**src/rtl/lsu_byte_master.sv**
```systemverilog
// Byte-serial load/store initiator: one core request becomes 1, 2 or 4
// little-endian byte accesses on a byte-wide RAM port, with sign/zero-extended load data.
//
// state | meaning
// ------+--------------------------------------------------------------
// IDLE  | waiting for req; checks alignment, range and funct3 on acceptance
// XFER  | one RAM byte per cycle, cnt = current byte lane
// DONE  | one-cycle done pulse (with exception if the request was rejected)
module lsu_byte_master #(
    parameter int ram_width = 10
) (
    input  logic                 clk,
    input  logic                 rst,
    input  logic                 req,
    input  logic                 we,
    input  logic [2:0]           funct3,
    input  logic [31:0]          addr,
    input  logic [31:0]          wdata,
    output logic                 busy,
    output logic                 done,
    output logic                 exception,
    output logic                 exc_cause,
    output logic [31:0]          rdata,
    output logic [ram_width:0]   mem_addr,
    output logic                 mem_we,
    output logic [7:0]           mem_wdata,
    input  logic [7:0]           mem_rdata
);

    localparam int AW = ram_width + 1;

    typedef enum logic [1:0] {IDLE, XFER, DONE} state_t;

    state_t          r_state;
    logic            r_we;
    logic [2:0]      r_funct3;
    logic [AW-1:0]   r_base;
    logic [31:0]     r_wdata;
    logic [1:0]      r_cnt;
    logic [1:0]      r_nbm1;
    logic [31:0]     r_lanes;

    logic            w_legal;
    logic            w_misal;
    logic            w_oor;
    logic [1:0]      w_nbm1;
    logic [AW:0]     w_end;
    logic [1:0]      w_cnt_nxt;
    logic [31:0]     w_lanes;
    logic [31:0]     w_wdata_sh;
    logic [31:0]     w_ext;

    // Acceptance checks on the raw request inputs
    always_comb begin
        w_legal = ((funct3 == 3'b000) || (funct3 == 3'b001) || (funct3 == 3'b010) ||
                   (funct3 == 3'b100) || (funct3 == 3'b101)) && !(we && funct3[2]);
        case (funct3[1:0])
            2'b00:   w_nbm1 = 2'd0;
            2'b01:   w_nbm1 = 2'd1;
            default: w_nbm1 = 2'd3;
        endcase
        w_misal = ((funct3[1:0] == 2'b01) && addr[0]) ||
                  ((funct3[1:0] == 2'b10) && (addr[1:0] != 2'b00));
        w_end   = {1'b0, addr[AW-1:0]} + {{(AW-1){1'b0}}, w_nbm1};
        w_oor   = (|addr[31:AW]) || w_end[AW];
    end

    // Lane image including the byte arriving this cycle, so the last byte
    // can be folded into rdata on the same edge that enters DONE.
    always_comb begin
        w_cnt_nxt  = r_cnt + 2'd1;
        w_lanes    = r_lanes;
        w_lanes[{r_cnt, 3'b000} +: 8] = mem_rdata;
        w_wdata_sh = r_wdata >> {w_cnt_nxt, 3'b000};
        case (r_funct3)
            3'b000:  w_ext = {{24{w_lanes[7]}}, w_lanes[7:0]};
            3'b001:  w_ext = {{16{w_lanes[15]}}, w_lanes[15:0]};
            3'b100:  w_ext = {24'd0, w_lanes[7:0]};
            3'b101:  w_ext = {16'd0, w_lanes[15:0]};
            default: w_ext = w_lanes;
        endcase
    end

    always_ff @(posedge clk or posedge rst) begin
        if (rst) begin
            r_state   <= IDLE;
            r_we      <= 1'b0;
            r_funct3  <= 3'd0;
            r_base    <= '0;
            r_wdata   <= 32'd0;
            r_cnt     <= 2'd0;
            r_nbm1    <= 2'd0;
            r_lanes   <= 32'd0;
            busy      <= 1'b0;
            done      <= 1'b0;
            exception <= 1'b0;
            exc_cause <= 1'b0;
            rdata     <= 32'd0;
            mem_addr  <= '0;
            mem_we    <= 1'b0;
            mem_wdata <= 8'd0;
        end else begin
            case (r_state)
                IDLE: begin
                    busy      <= 1'b0;
                    done      <= 1'b0;
                    exception <= 1'b0;
                    exc_cause <= 1'b0;
                    mem_we    <= 1'b0;
                    if (req) begin
                        r_we     <= we;
                        r_funct3 <= funct3;
                        r_base   <= addr[AW-1:0];
                        r_wdata  <= wdata;
                        r_nbm1   <= w_nbm1;
                        r_cnt    <= 2'd0;
                        r_lanes  <= 32'd0;
                        busy     <= 1'b1;
                        if (!w_legal || w_misal || w_oor) begin
                            r_state   <= DONE;
                            done      <= 1'b1;
                            exception <= 1'b1;
                            exc_cause <= !w_legal || !w_misal;
                        end else begin
                            r_state   <= XFER;
                            mem_addr  <= addr[AW-1:0];
                            mem_we    <= we;
                            mem_wdata <= wdata[7:0];
                        end
                    end
                end
                XFER: begin
                    r_lanes <= w_lanes;
                    if (r_cnt == r_nbm1) begin
                        r_state <= DONE;
                        done    <= 1'b1;
                        mem_we  <= 1'b0;
                        if (!r_we) begin
                            rdata <= w_ext;
                        end
                    end else begin
                        r_cnt     <= w_cnt_nxt;
                        mem_addr  <= r_base + {{(AW-2){1'b0}}, w_cnt_nxt};
                        mem_wdata <= w_wdata_sh[7:0];
                    end
                end
                default: begin
                    r_state   <= IDLE;
                    busy      <= 1'b0;
                    done      <= 1'b0;
                    exception <= 1'b0;
                    exc_cause <= 1'b0;
                end
            endcase
        end
    end

endmodule
```
**config.mk**
```make
export PLATFORM = sky130hd
export DESIGN_NAME = lsu_byte_master
export DESIGN_NICKNAME = d
export VERILOG_FILES = /design/src/rtl/lsu_byte_master.sv
export SDC_FILE = /design/constraint.sdc
export NUM_CORES = 1
export LEC_CHECK = 0
export CAP_MARGIN = 20
export CORE_MARGIN = 2
export CORE_UTILIZATION = 63
export DETAILED_ROUTE_END_ITERATION = 10
export DONT_BUFFER_PORTS = 1
export GPL_TIMING_DRIVEN = 0
export PLACE_DENSITY = 0.86
export RECOVER_POWER = 25
export SKIP_LAST_GASP = 1
export SLEW_MARGIN = 20
export SYNTH_ARGS = -nofsm -noshare
export SYNTH_HDL_FRONTEND = slang
export SYNTH_SLANG_ARGS = --single-unit
```
**constraint.sdc**
```tcl
create_clock -name clk -period 5.92 [get_ports clk]
set_clock_uncertainty 0.2 [all_clocks]
set_input_delay 0.888 -clock clk [delete_from_list [all_inputs] [get_ports clk]]
set_output_delay 0.888 -clock clk [all_outputs]
set_load 0.02 [all_outputs]
```
# Yosys cells after proc, flatten, opt, wreduce, memory -nomap -nowiden
# Cells that the tools add are included.
# W data, S select, Z words.
dict set report word_totals {
  register_bits 141
  latchBits 0
  output_inout_bits 56
  ramBits 0
  mem_count 0
  romBits 0
}
dict set report classes {
  n_eq_ne 15
  n_div 0
  add_sub_neg 4
  mul 0
  n_shift 3
  bitwise_logic 1
  n_lt_le_gt_ge 0
  muxes 34
  n_reduce_logical 30
}
# cell n
set op_table {}
lappend op_table {{$pmux W32 S4} 1}
lappend op_table {{$pmux W32 S2} 1}
lappend op_table {{$mux W11} 3}
lappend op_table {{$bwmux W32} 1}
lappend op_table {{$mux W32} 1}
lappend op_table {{$shift A8 B7 Y32 const A} 1}
lappend op_table {{$shiftx A8 B7 Y32} 1}
lappend op_table {{$shr A32 B5 Y8} 1}
lappend op_table {{$mux W8} 3}
lappend op_table {{$pmux W11 S2} 1}
lappend op_table {{$reduce_or A21 Y1} 1}
lappend op_table {{$pmux W8 S2} 1}
lappend op_table {{$add A11 B2 Y12} 1}
lappend op_table {{$eq A3 B3 Y1 const B} 4}
lappend op_table {{$pmux W2 S2} 3}
lappend op_table {{$add A11 B2 Y11} 1}
lappend op_table {{$mux W2} 5}
lappend op_table {{$pmux W1 S2} 5}
lappend op_table {{$logic_or A1 B1 Y1} 9}
lappend op_table {{$mux W1} 9}
lappend op_table {{$ne A2 B2 Y1 const B} 4}
lappend op_table {{$reduce_and A2 Y1} 4}
lappend op_table {{$neg A5 Y7} 1}
lappend op_table {{$eq A3 B1 Y1 const B} 2}
lappend op_table {{13 further kinds} 23}

# Longest topological paths before layout
# Gate-level depths: netlist of run 1.
dict set report depth {
  word_depth 12
  ltp_mapped 11
}

# Worst setup path before layout of run 1
# OpenSTA, ideal clock, no wires.
dict set report synth_timing {
  kind {flip-flop to flip-flop}
  from {reg r_cnt[0]}
  to {reg mem_addr[10]}
  stages_incl_launch_ff 11
  slack_ns 3.049
  t_arrival_ns 2.546
  setup_ns 0.125
  period_less_slack_ns 2.871
  path_cell_list {dfrtp_1 buf_2 buf_2 inv_1 ha_1 fa_1 and4_1 nand4_1 xor2_1 o21ai_0 mux2_4}
}
dict set report synth_via {
  elab_chain_cells 4
  elab_cells_between_ends 7
  classes_between {add/sub (2); eq/ne (2); mux (2); reduce/logical (1)}
}
# element line
set synth_lines {}
lappend synth_lines {{start: declaration} 39} ;# logic [1:0] r_cnt;
lappend synth_lines {{start signal: assignment} 142} ;# r_cnt <= w_cnt_nxt;
lappend synth_lines {{$add A2 B1 Y2} 71} ;# w_cnt_nxt = r_cnt + 2'd1;
lappend synth_lines {{$add A11 B2 Y11} 143} ;# mem_addr <= r_base + {{(AW-2){1'b0}}, w_cnt_nxt};
lappend synth_lines {{$mux W11} 134} ;# if (r_cnt == r_nbm1) begin
lappend synth_lines {{$pmux W11 S2} 103} ;# case (r_state)
lappend synth_lines {{end signal: assignment} 126} ;# mem_addr <= addr[AW-1:0];
lappend synth_lines {{end signal: assignment} 143}
lappend synth_lines {{end: declaration} 24} ;# output logic [ram_width:0] mem_addr,
# Parallel ways exist; a longest one is shown, timed or not. The select of a mux whose other input is x is not followed.
# A chain may end at the register's enable or synchronous reset.

==> results of run 1 <==
state kept, by name, summed over array words and instances, names as in the netlist:
register	count
busy	1
done	1
exc_cause	1
exception	1
mem_addr	11
mem_wdata	8
mem_we	1
r_base	11
r_cnt	2
r_funct3	3
r_lanes	32
r_nbm1	2
r_state	2
r_wdata	32
r_we	1
rdata	32
layout make-up:
cell class,count,share of cell area (%)
flip-flops and latches,141,47.7
multi-input cells,494,39.0
clock buffers,18,5.64
plain buffers,40,2.38
well taps,136,2.30
clock inverters,14,1.94
inverters,19,0.980
repair buffers,1,0.0676
stage by stage:
step,TNS [ns],setup slack [ns],utilization [%],cells
3_5_place_dp,0,2.46,66.8,831
3_3_place_gp,-15.79,-0.116,66.5,830
4_1_cts,0,2.42,72.3,863
5_1_grt,0,1.23,72.0,863
6_report,0,1.99,72.0,863
2_1_floorplan,0,1.05,-,694
synth_stat cells, drive strengths merged (2+ instances only):
library cell / count
a21o: 2
a21oi: 39
a22o: 21
a2bb2oi: 3
a31oi: 2
and2: 3
and3: 2
buf: 8
clkbuf: 32
dfrtp: 141
ha: 8
inv: 19
mux2: 19
mux4: 8
nand2: 231
nand2b: 4
nand3: 7
nand3b: 2
nand4: 3
nor2: 34
nor2b: 21
nor3: 2
nor4: 6
nor4bb: 3
o21ai: 42
o21bai: 2
o22a: 8
xnor2: 5
xor2: 6
power by group:
part	total (mW)	internal [mW]	leakage, nW	switching (mW)
Clock	1.02	0.599	0.264	0.416
Combinational	0.144	0.0505	1.42	0.0937
Sequential	1.05	1.01	1.67	0.0398
Total	2.21	1.66	3.36	0.550
final timing paths:
path | cells past startpoint | end | slack, ns | start
setup / recovery | 2 | r_lanes[11]$_DFFE_PP0P_ | 1.99 | rst
min in group asynchronous | 1 | exception$_DFFE_PP0N_ | 0.84 | rst
setup reg to reg | 10 | rdata[24]$_DFFE_PP0P_ | 2.42 | r_cnt[0]$_DFFE_PP0P_
max in group clk | 10 | rdata[24]$_DFFE_PP0P_ | 2.42 | r_cnt[0]$_DFFE_PP0P_
hold reg to reg | 2 | r_lanes[19]$_DFFE_PP0P_ | 0.27 | r_lanes[19]$_DFFE_PP0P_
hold / removal | 2 | r_wdata[20]$_DFFE_PP0P_ | 0.27 | wdata[20]
routing by layer:
| metal | wire, um | track usage, % |
|---|---|---|
| met5 | 0 | 0 |
| met4 | 358 | 10.3 |
| met3 | 1390 | 9.12 |
| met2 | 8120 | 49.0 |
| met1 | 6160 | 37.7 |
kinds of logic (layout without fill, tap and decap cells):
| family | count (synthesis) | count (layout) | share of synthesized area [%] |
|---|---|---|---|
| buffers and inverters | 59 | 92 | 3.72 |
| adders and majority gates | 9 | 9 | 1.80 |
| xor gates and xnor gates | 11 | 11 | 1.45 |
| muxes | 27 | 27 | 6.98 |
| DFF | 141 | 141 | 52.9 |
| AOI/OAI and AO/OA | 124 | 124 | 12.1 |
| and+or+nand+nor | 323 | 323 | 21.0 |
==> results.toml, run 1 <==
[sta]
tightest_slew_ns = 2.84
grt_setup_unrepaired = "no"
max_clock_freq_mhz = 254
hold_violations = 0
holdWs_ns = 0.267
maxSlewHeadroom_pct = -90.6
slew_violations = 144
fin_crit_sh_pct = 66.4
setup_violations = 0
layout_min_cycle_time_ns = 3.93

[yosys]
synth_area_leaders = "dfrtp_1, nand2_1, mux2_4"
synth_cell_types = 46
ys_seq_elements = 141
yosysTopAreaCell = "dfrtp_1"
seq_area_frac_synth_pct = 52.9
synth_fp_nets = 782
synth_cells = 694
synth_edf_count = 0
synth_flop_cell = "dfrtp_1"
syn-cell-area_um2 = 6670
yosysWarnings = 0
async_flop_share_pct = 100
synth_top_area_share_pct = 52.9
avgSynthCellArea_um2 = 9.60

[global_route]
grt_max_degree = 76
grt.overflow.total = 0
grt_pass1_vias = 5188
grt_pass1_wl_um = 26300
antenna_found_initial = 0
grt_use_total_pct = 29.8

[clock_network]
ctsRootBufferMaster = "clkbuf_8"
h-tree-depth = 4
post_cts_resized = 0
ctsLongestPathBuffers = 2
cts_hold_buf = 0
clk_pin_slew_ns = 0.06
cts_buffers = 17
cts_setup_buffers = 0
cts_sinks = 141
clock_latency_ns = 0.52
cts_tree = "yes"

[routing]
viasPerCell = 6.00
routed_wl_um = 16000
antenna_left = 0
vias = 5182
wl_per_cell_um = 18.6
drc = 0
firstDrtPassIters = 5
drt_iter0_drc = 382

[power]
p_per_area_nw_per_um2 = 299
fin_total_pwr_mw = 2.21
leakagePower_nw = 3.36
irDropWorstVdd_v = 0.000179

[floorplanning]
start_util_pct = 64.9
fp.dieW_um = 107
core_area_um2 = 10300
ios = 135
die_area_um2 = 11400
rows = 37
die_h_um = 107

[worst_setup_path]
cp-start-kind = "input pin"
endpoint_kind = "async pin"
crit_slowest_cell = "clkinvlp_2"
path_buf_inv = 2
cp.arrival_ns = 4.03
crit_path_max_incr_delay_ns = 1.57
crit_fanout = 75
crit_family = "buffers and inverters"
crit_required_ns = 6.02
critPathKind = "in -> async"
path_cells = "clkinvlp_2, clkbuf_2"

[placed_design]
place_area_um2 = 6870
place_congestion = 0.883
dp_hpwl_um = 11100
numPortBuffers = 0

[finish]
final_nets = 802
final_common_cell = "nand2_1"
area_delta_synth_final_pct = 11.1
antenna_cells = 0
fill_cells = 733
mostFrequentLayoutCells = "nand2_1, dfrtp_1, o21ai_0, a21oi_1"
multi_input_area_um2 = 2890
regArea_um2 = 3530
final_layout_size_suffix_gt1_share_pct = 10.3
design_area_um2 = 7400

[min_path]
worstHoldPathType = "in -> reg"

[run_status]
violations = "max-capacitance violations, max-slew violations"
outcome = "finished, violations left"

[run]
drv_cap = 2
Note: power is estimated with default switching activity, not from simulation.
==> run 2, diff against run 1 <==
--- a/config.mk
+++ b/config.mk
@@ -7,11 +7,11 @@
 export LEC_CHECK = 0
 export CAP_MARGIN = 20
 export CORE_MARGIN = 2
-export CORE_UTILIZATION = 63
+export CORE_UTILIZATION = 57
 export DETAILED_ROUTE_END_ITERATION = 10
 export DONT_BUFFER_PORTS = 1
 export GPL_TIMING_DRIVEN = 0
-export PLACE_DENSITY = 0.86
+export PLACE_DENSITY = 0.82
 export RECOVER_POWER = 25
 export SKIP_LAST_GASP = 1
 export SLEW_MARGIN = 20
==> constraint.sdc (replaced) <==
create_clock -name clk -period 3.5 [get_ports clk]
set_clock_uncertainty 0.2 [all_clocks]
set_input_delay 0.525 -clock clk [delete_from_list [all_inputs] [get_ports clk]]
set_output_delay 0.525 -clock clk [all_outputs]
set_load 0.02 [all_outputs]
==> results.toml, run 2 (synthesized netlist as in run 1, its figures left out) <==
[global_route]
grt_max_degree = 39
grtUsageMet3_pct = 9.13
grt_pass1_wl_um = 26800
grt_pass1_vias = 5342
grt.overflow.total = 0
met2_usage_pct = 45.1
use_met1_pct = 32.7
antenna_found_initial = 0
top_usage_layer = "met2"
grt_use_total_pct = 27.0

[worst_setup_path]
path_cells = "buf_2, buf_2, inv_1, ha_1, nor3b_2, a31oi_1, o41ai_4, nor2_4, buf_6, a21oi_1"
crit_family = "buffers and inverters"
crit_slowest_cell = "ha_1"
critPathKind = "reg -> reg"
endpoint_kind = "flop"
path_buf_inv = 4
crit_path_max_incr_delay_ns = 0.45
crit_fanout = 10
crit_required_ns = 3.64
crit_top_cell = "buf_2"
cp.arrival_ns = 3.41
cp-start-kind = "flop"

[power]
irDropWorstVdd_v = 0.000478
p_clk_share_pct = 46.6
p_switching_uw = 894
seq_power_share_pct = 46.5
leakagePower_nw = 3.49
p_comb_share_pct = 7.0
p_per_area_nw_per_um2 = 497
internal_power_mw = 2.93
swShare_pct = 23.4

[routing]
firstDrtPassIters = 4
wl_per_cell_um = 18.2
drc = 0
viasPerCell = 5.78
vias = 5168
drt_iter0_drc = 320
antenna_left = 0
routed_wl_um = 16300

[clock_network]
clk_pin_slew_ns = 0.06
clock_latency_ns = 0.42
ctsLongestPathBuffers = 2
h-tree-depth = 4
cts_buffers = 17
cts_sinks = 141
cts_tree = "yes"
ctsRootBufferMaster = "clkbuf_16"

[sta]
setup_tns_ns = 0
slew_violations = 28
layout_min_cycle_time_ns = 3.27
fin_crit_sh_pct = 93.5
hold_violations = 0
grt_setup_unrepaired = "no"
setup_violations = 0
maxSlewHeadroom_pct = -14.0
max_clock_freq_mhz = 306
tightest_slew_ns = 1.71
holdWs_ns = 0.0108

[floorplanning]
die_area_um2 = 12600
ios = 135
rows = 39
start_util_pct = 58.4
core_area_um2 = 11400
fp.dieW_um = 112
die_h_um = 112

[run_status]
outcome = "finished, violations left"
violations = "max-capacitance violations, max-slew violations"

[finish]
area_delta_synth_final_pct = 15.5
fin_util_pct = 67.4
final_nets = 826
antenna_cells = 0
mostFrequentLayoutCells = "nand2_1, dfrtp_1, o21ai_0, a21oi_1, nor2_1"
top_regs = "r_lanes (32), r_wdata (32), rdata (32)"
fill_cells = 874
final_common_cell = "nand2_1"
final_layout_size_suffix_gt1_share_pct = 10.8
design_area_um2 = 7700

[min_path]
worstHoldPathType = "in -> reg"

[placed_design]
place_congestion = 0.845
numPortBuffers = 0
place_area_um2 = 6930
dp_hpwl_um = 11500

[run]
drv_cap = 1
run 2: worst paths after layout:
path	endpoint	slack (ns)	cells after the start	startpoint
setup / recovery	rdata[27]$_DFFE_PP0P_	0.23	10	r_cnt[0]$_DFFE_PP0P_
hold / removal	r_wdata[23]$_DFFE_PP0P_	0.01	2	wdata[23]
setup reg to reg	rdata[27]$_DFFE_PP0P_	0.23	10	r_cnt[0]$_DFFE_PP0P_
hold reg to reg	r_wdata[20]$_DFFE_PP0P_	0.27	2	r_wdata[20]$_DFFE_PP0P_
max in group asynchronous	r_wdata[26]$_DFFE_PP0P_	0.42	4	rst
min in group asynchronous	mem_addr[10]$_DFFE_PP0P_	0.36	2	rst
run 2: cell type report:
| class | instances | area [um^2] | share of cell area [%] |
|---|---|---|---|
| Inverter | 19 | 72.6 | 0.943 |
| Buffer | 40 | 178 | 2.31 |
| Sequential cell | 141 | 3530 | 45.8 |
| Multi-Input combinational cell | 494 | 2890 | 37.5 |
| Tap cell | 143 | 179 | 2.32 |
| Timing Repair Buffer | 25 | 256 | 3.33 |
| Clock buffer | 21 | 480 | 6.24 |
| Clock inverter | 11 | 115 | 1.50 |
run 2: power groups by stage:
stage / clock, mW / combinational (mW) / sequential [mW]
6_report: 1.78 / 0.267 / 1.78
5_1_grt: 1.88 / 0.303 / 1.78
4_1_cts: 1.80 / 0.272 / 1.77
3_5_place_dp: 0 / 0.251 / 1.80
3_3_place_gp: 0 / 0.227 / 1.80
2_1_floorplan: 0 / 0.190 / 1.78
run 2: repair_timing:
action	in CTS	in global routing
resized for setup	0	2
hold buffers	19	0
setup buffers	0	2
setup endpoints to repair	0	16
hold endpoints to repair	50	0
run 2: through the flow:
step / setup WS, ns / std cells / power, mW
2_1_floorplan: 0.629 / 694 / 1.97
3_3_place_gp: 0.178 / 837 / 2.02
3_5_place_dp: 0.0999 / 841 / 2.05
4_1_cts: 0.0492 / 892 / 3.85
5_1_grt: 0.00523 / 894 / 3.96
6_report: 0.227 / 894 / 3.82
run 2: metal layers:
| metal | up-vias | share of wire [%] |
|---|---|---|
| met2 | 182 | 50 |
| met3 | 37 | 8.3 |
| met4 | 0 | 2.0 |
| li1 | 2411 | - |
| met5 | - | 0 |
| met1 | 2538 | 40 |
==> run 3, diff against run 2 <==
--- a/config.mk
+++ b/config.mk
@@ -5,13 +5,13 @@
 export SDC_FILE = /design/constraint.sdc
 export NUM_CORES = 1
 export LEC_CHECK = 0
-export CAP_MARGIN = 20
+export CORE_ASPECT_RATIO = 1.2
 export CORE_MARGIN = 2
-export CORE_UTILIZATION = 57
+export CORE_UTILIZATION = 63
 export DETAILED_ROUTE_END_ITERATION = 10
 export DONT_BUFFER_PORTS = 1
 export GPL_TIMING_DRIVEN = 0
-export PLACE_DENSITY = 0.82
+export PLACE_DENSITY = 0.86
 export RECOVER_POWER = 25
 export SKIP_LAST_GASP = 1
 export SLEW_MARGIN = 20
==> constraint.sdc (replaced) <==
create_clock -name clk -period 3.7 [get_ports clk]
set_clock_uncertainty 0.2 [all_clocks]
set_input_delay 0.555 -clock clk [delete_from_list [all_inputs] [get_ports clk]]
set_output_delay 0.555 -clock clk [all_outputs]
set_load 0.02 [all_outputs]
==> results.toml, run 3 (synthesized netlist as in run 1, its figures left out) <==
[run_status]
outcome = "finished, violations left"
violations = "max-capacitance violations, max-slew violations"

[sta]
setup_tns_ns = 0
slew_violations = 65
hold_violations = 0
grt_setup_unrepaired = "no"
max_clock_freq_mhz = 291
maxSlewHeadroom_pct = -3.30
setup_violations = 0
layout_min_cycle_time_ns = 3.44
tightest_slew_ns = 1.55
fin_crit_sh_pct = 92.9

[worst_setup_path]
cp-start-kind = "flop"
crit_path_max_incr_delay_ns = 0.57
crit_slowest_cell = "o41ai_4"
path_cells = "buf_2, buf_2, inv_1, ha_1, nor3b_2, a31oi_1, o41ai_4, nor2_4, buf_6, a21oi_1"
cp.arrival_ns = 3.58
endpoint_kind = "flop"
critPathKind = "reg -> reg"
crit_fanout = 10
crit_top_cell = "buf_2"
crit_required_ns = 3.84

[floorplanning]
core_area_um2 = 10400
fp.dieW_um = 97.9
rows = 41
die_h_um = 117
start_util_pct = 64.0
ios = 135
die_area_um2 = 11400

[min_path]
worstHoldPathType = "in -> reg"

[clock_network]
cts_sinks = 141
ctsLongestPathBuffers = 2
cts_tree = "yes"
ctsRootBufferMaster = "clkbuf_16"
h-tree-depth = 4
post_cts_resized = 0
clk_pin_slew_ns = 0.06
clock_latency_ns = 0.42
cts_buffers = 17
cts_setup_buffers = 0

[finish]
final_nets = 806
mostFrequentLayoutCells = "nand2_1, dfrtp_1, o21ai_0, a21oi_1, clkbuf_1"
final_common_cell = "nand2_1"
antenna_cells = 0
top_regs = "r_lanes (32), r_wdata (32), rdata (32)"
final_layout_size_suffix_gt1_share_pct = 10.4
finalNonFillerCells = 860
area_delta_synth_final_pct = 12.5

[run]
drv_cap = 2

[placed_design]
place_congestion = 0.876
placedCellCount = 827
numPortBuffers = 0
dp_hpwl_um = 11700

[global_route]
grt.overflow.total = 0
grt_max_degree = 38
grt_use_total_pct = 29.8
antenna_found_initial = 0
grt_pass1_vias = 5457
grt_pass1_wl_um = 26600

[routing]
drc = 0
wl_per_cell_um = 18.9
routed_wl_um = 16200
drt_iter0_drc = 260
vias = 5172
viasPerCell = 6.01
antenna_left = 0
firstDrtPassIters = 4

[power]
leakagePower_nw = 3.40
p_per_area_nw_per_um2 = 483
irDropWorstVdd_v = 0.000327
run 3: layout make-up:
type,instances,area (um^2)
sequential,141,3530
fill,746,2920
multi-input combinational,494,2890
clock buffer,20,457
buffer,40,176
tap,129,161
clock inverter,12,138
timing repair buffer,5,73.8
inverter,19,72.6
run 3: metrics by stage:
step                worst slack [ns]  hold slack [ns]  utilization [%]  total power [mW]  cell area (um^2)
floorplan                      0.829            0.240                -              1.87              6670
global placement               0.419            0.253             65.6              1.91              6830
detailed placement             0.301            0.265             66.4              1.94              6920
CTS                            0.273           0.0294             72.2              3.62              7520
global route                  0.0106           0.0286             72.0              3.73              7500
finish                         0.264           0.0299             72.0              3.62              7500
run 3: per-layer routing:
| layer | wire length [um] | track usage [%] | share of wire [%] |
|---|---|---|---|
| met1 | 6170 | 33.7 | 38 |
| met4 | 627 | 15.6 | 3.9 |
| met3 | 1150 | 8.14 | 7.1 |
| met5 | 0 | 0 | 0 |
| met2 | 8300 | 52.2 | 51 |
run 3: path summary, 6_finish.rpt:
kind / startpoint / to / slack, ns / cells past startpoint
hold reg to reg: r_lanes[20]$_DFFE_PP0P_ / r_lanes[20]$_DFFE_PP0P_ / 0.28 / 2
min in group asynchronous: rst / r_base[3]$_DFFE_PP0P_ / 0.63 / 2
hold / removal: addr[6] / r_base[6]$_DFFE_PP0P_ / 0.03 / 2
setup / recovery: r_cnt[0]$_DFFE_PP0P_ / rdata[23]$_DFFE_PP0P_ / 0.26 / 10
setup reg to reg: r_cnt[0]$_DFFE_PP0P_ / rdata[23]$_DFFE_PP0P_ / 0.26 / 10
max in group asynchronous: rst / r_lanes[2]$_DFFE_PP0P_ / 0.60 / 3
run 3: where the power goes:
group / internal, mW / switching (mW) / leakage [nW] / total, mW
sequential: 1.62 / 0.0639 / 1.67 / 1.68
clock: 1.03 / 0.666 / 0.275 / 1.70
combinational: 0.0869 / 0.152 / 1.46 / 0.239
total: 2.73 / 0.882 / 3.40 / 3.62
run 3: repair_timing:
action	CTS	global route
hold endpoints to repair	25	0
endpoints found under the setup margin	0	0
hold buffers	1	0
run 3: worst max-delay path, delay by kind of cell (launching register included):
kind / cells / cell delay, ns
fa+ha+maj: 1 / 0.45
compound gates: 3 / 0.94
buf+inv: 4 / 0.93
flops: 1 / 0.40
simple gates: 2 / 0.41
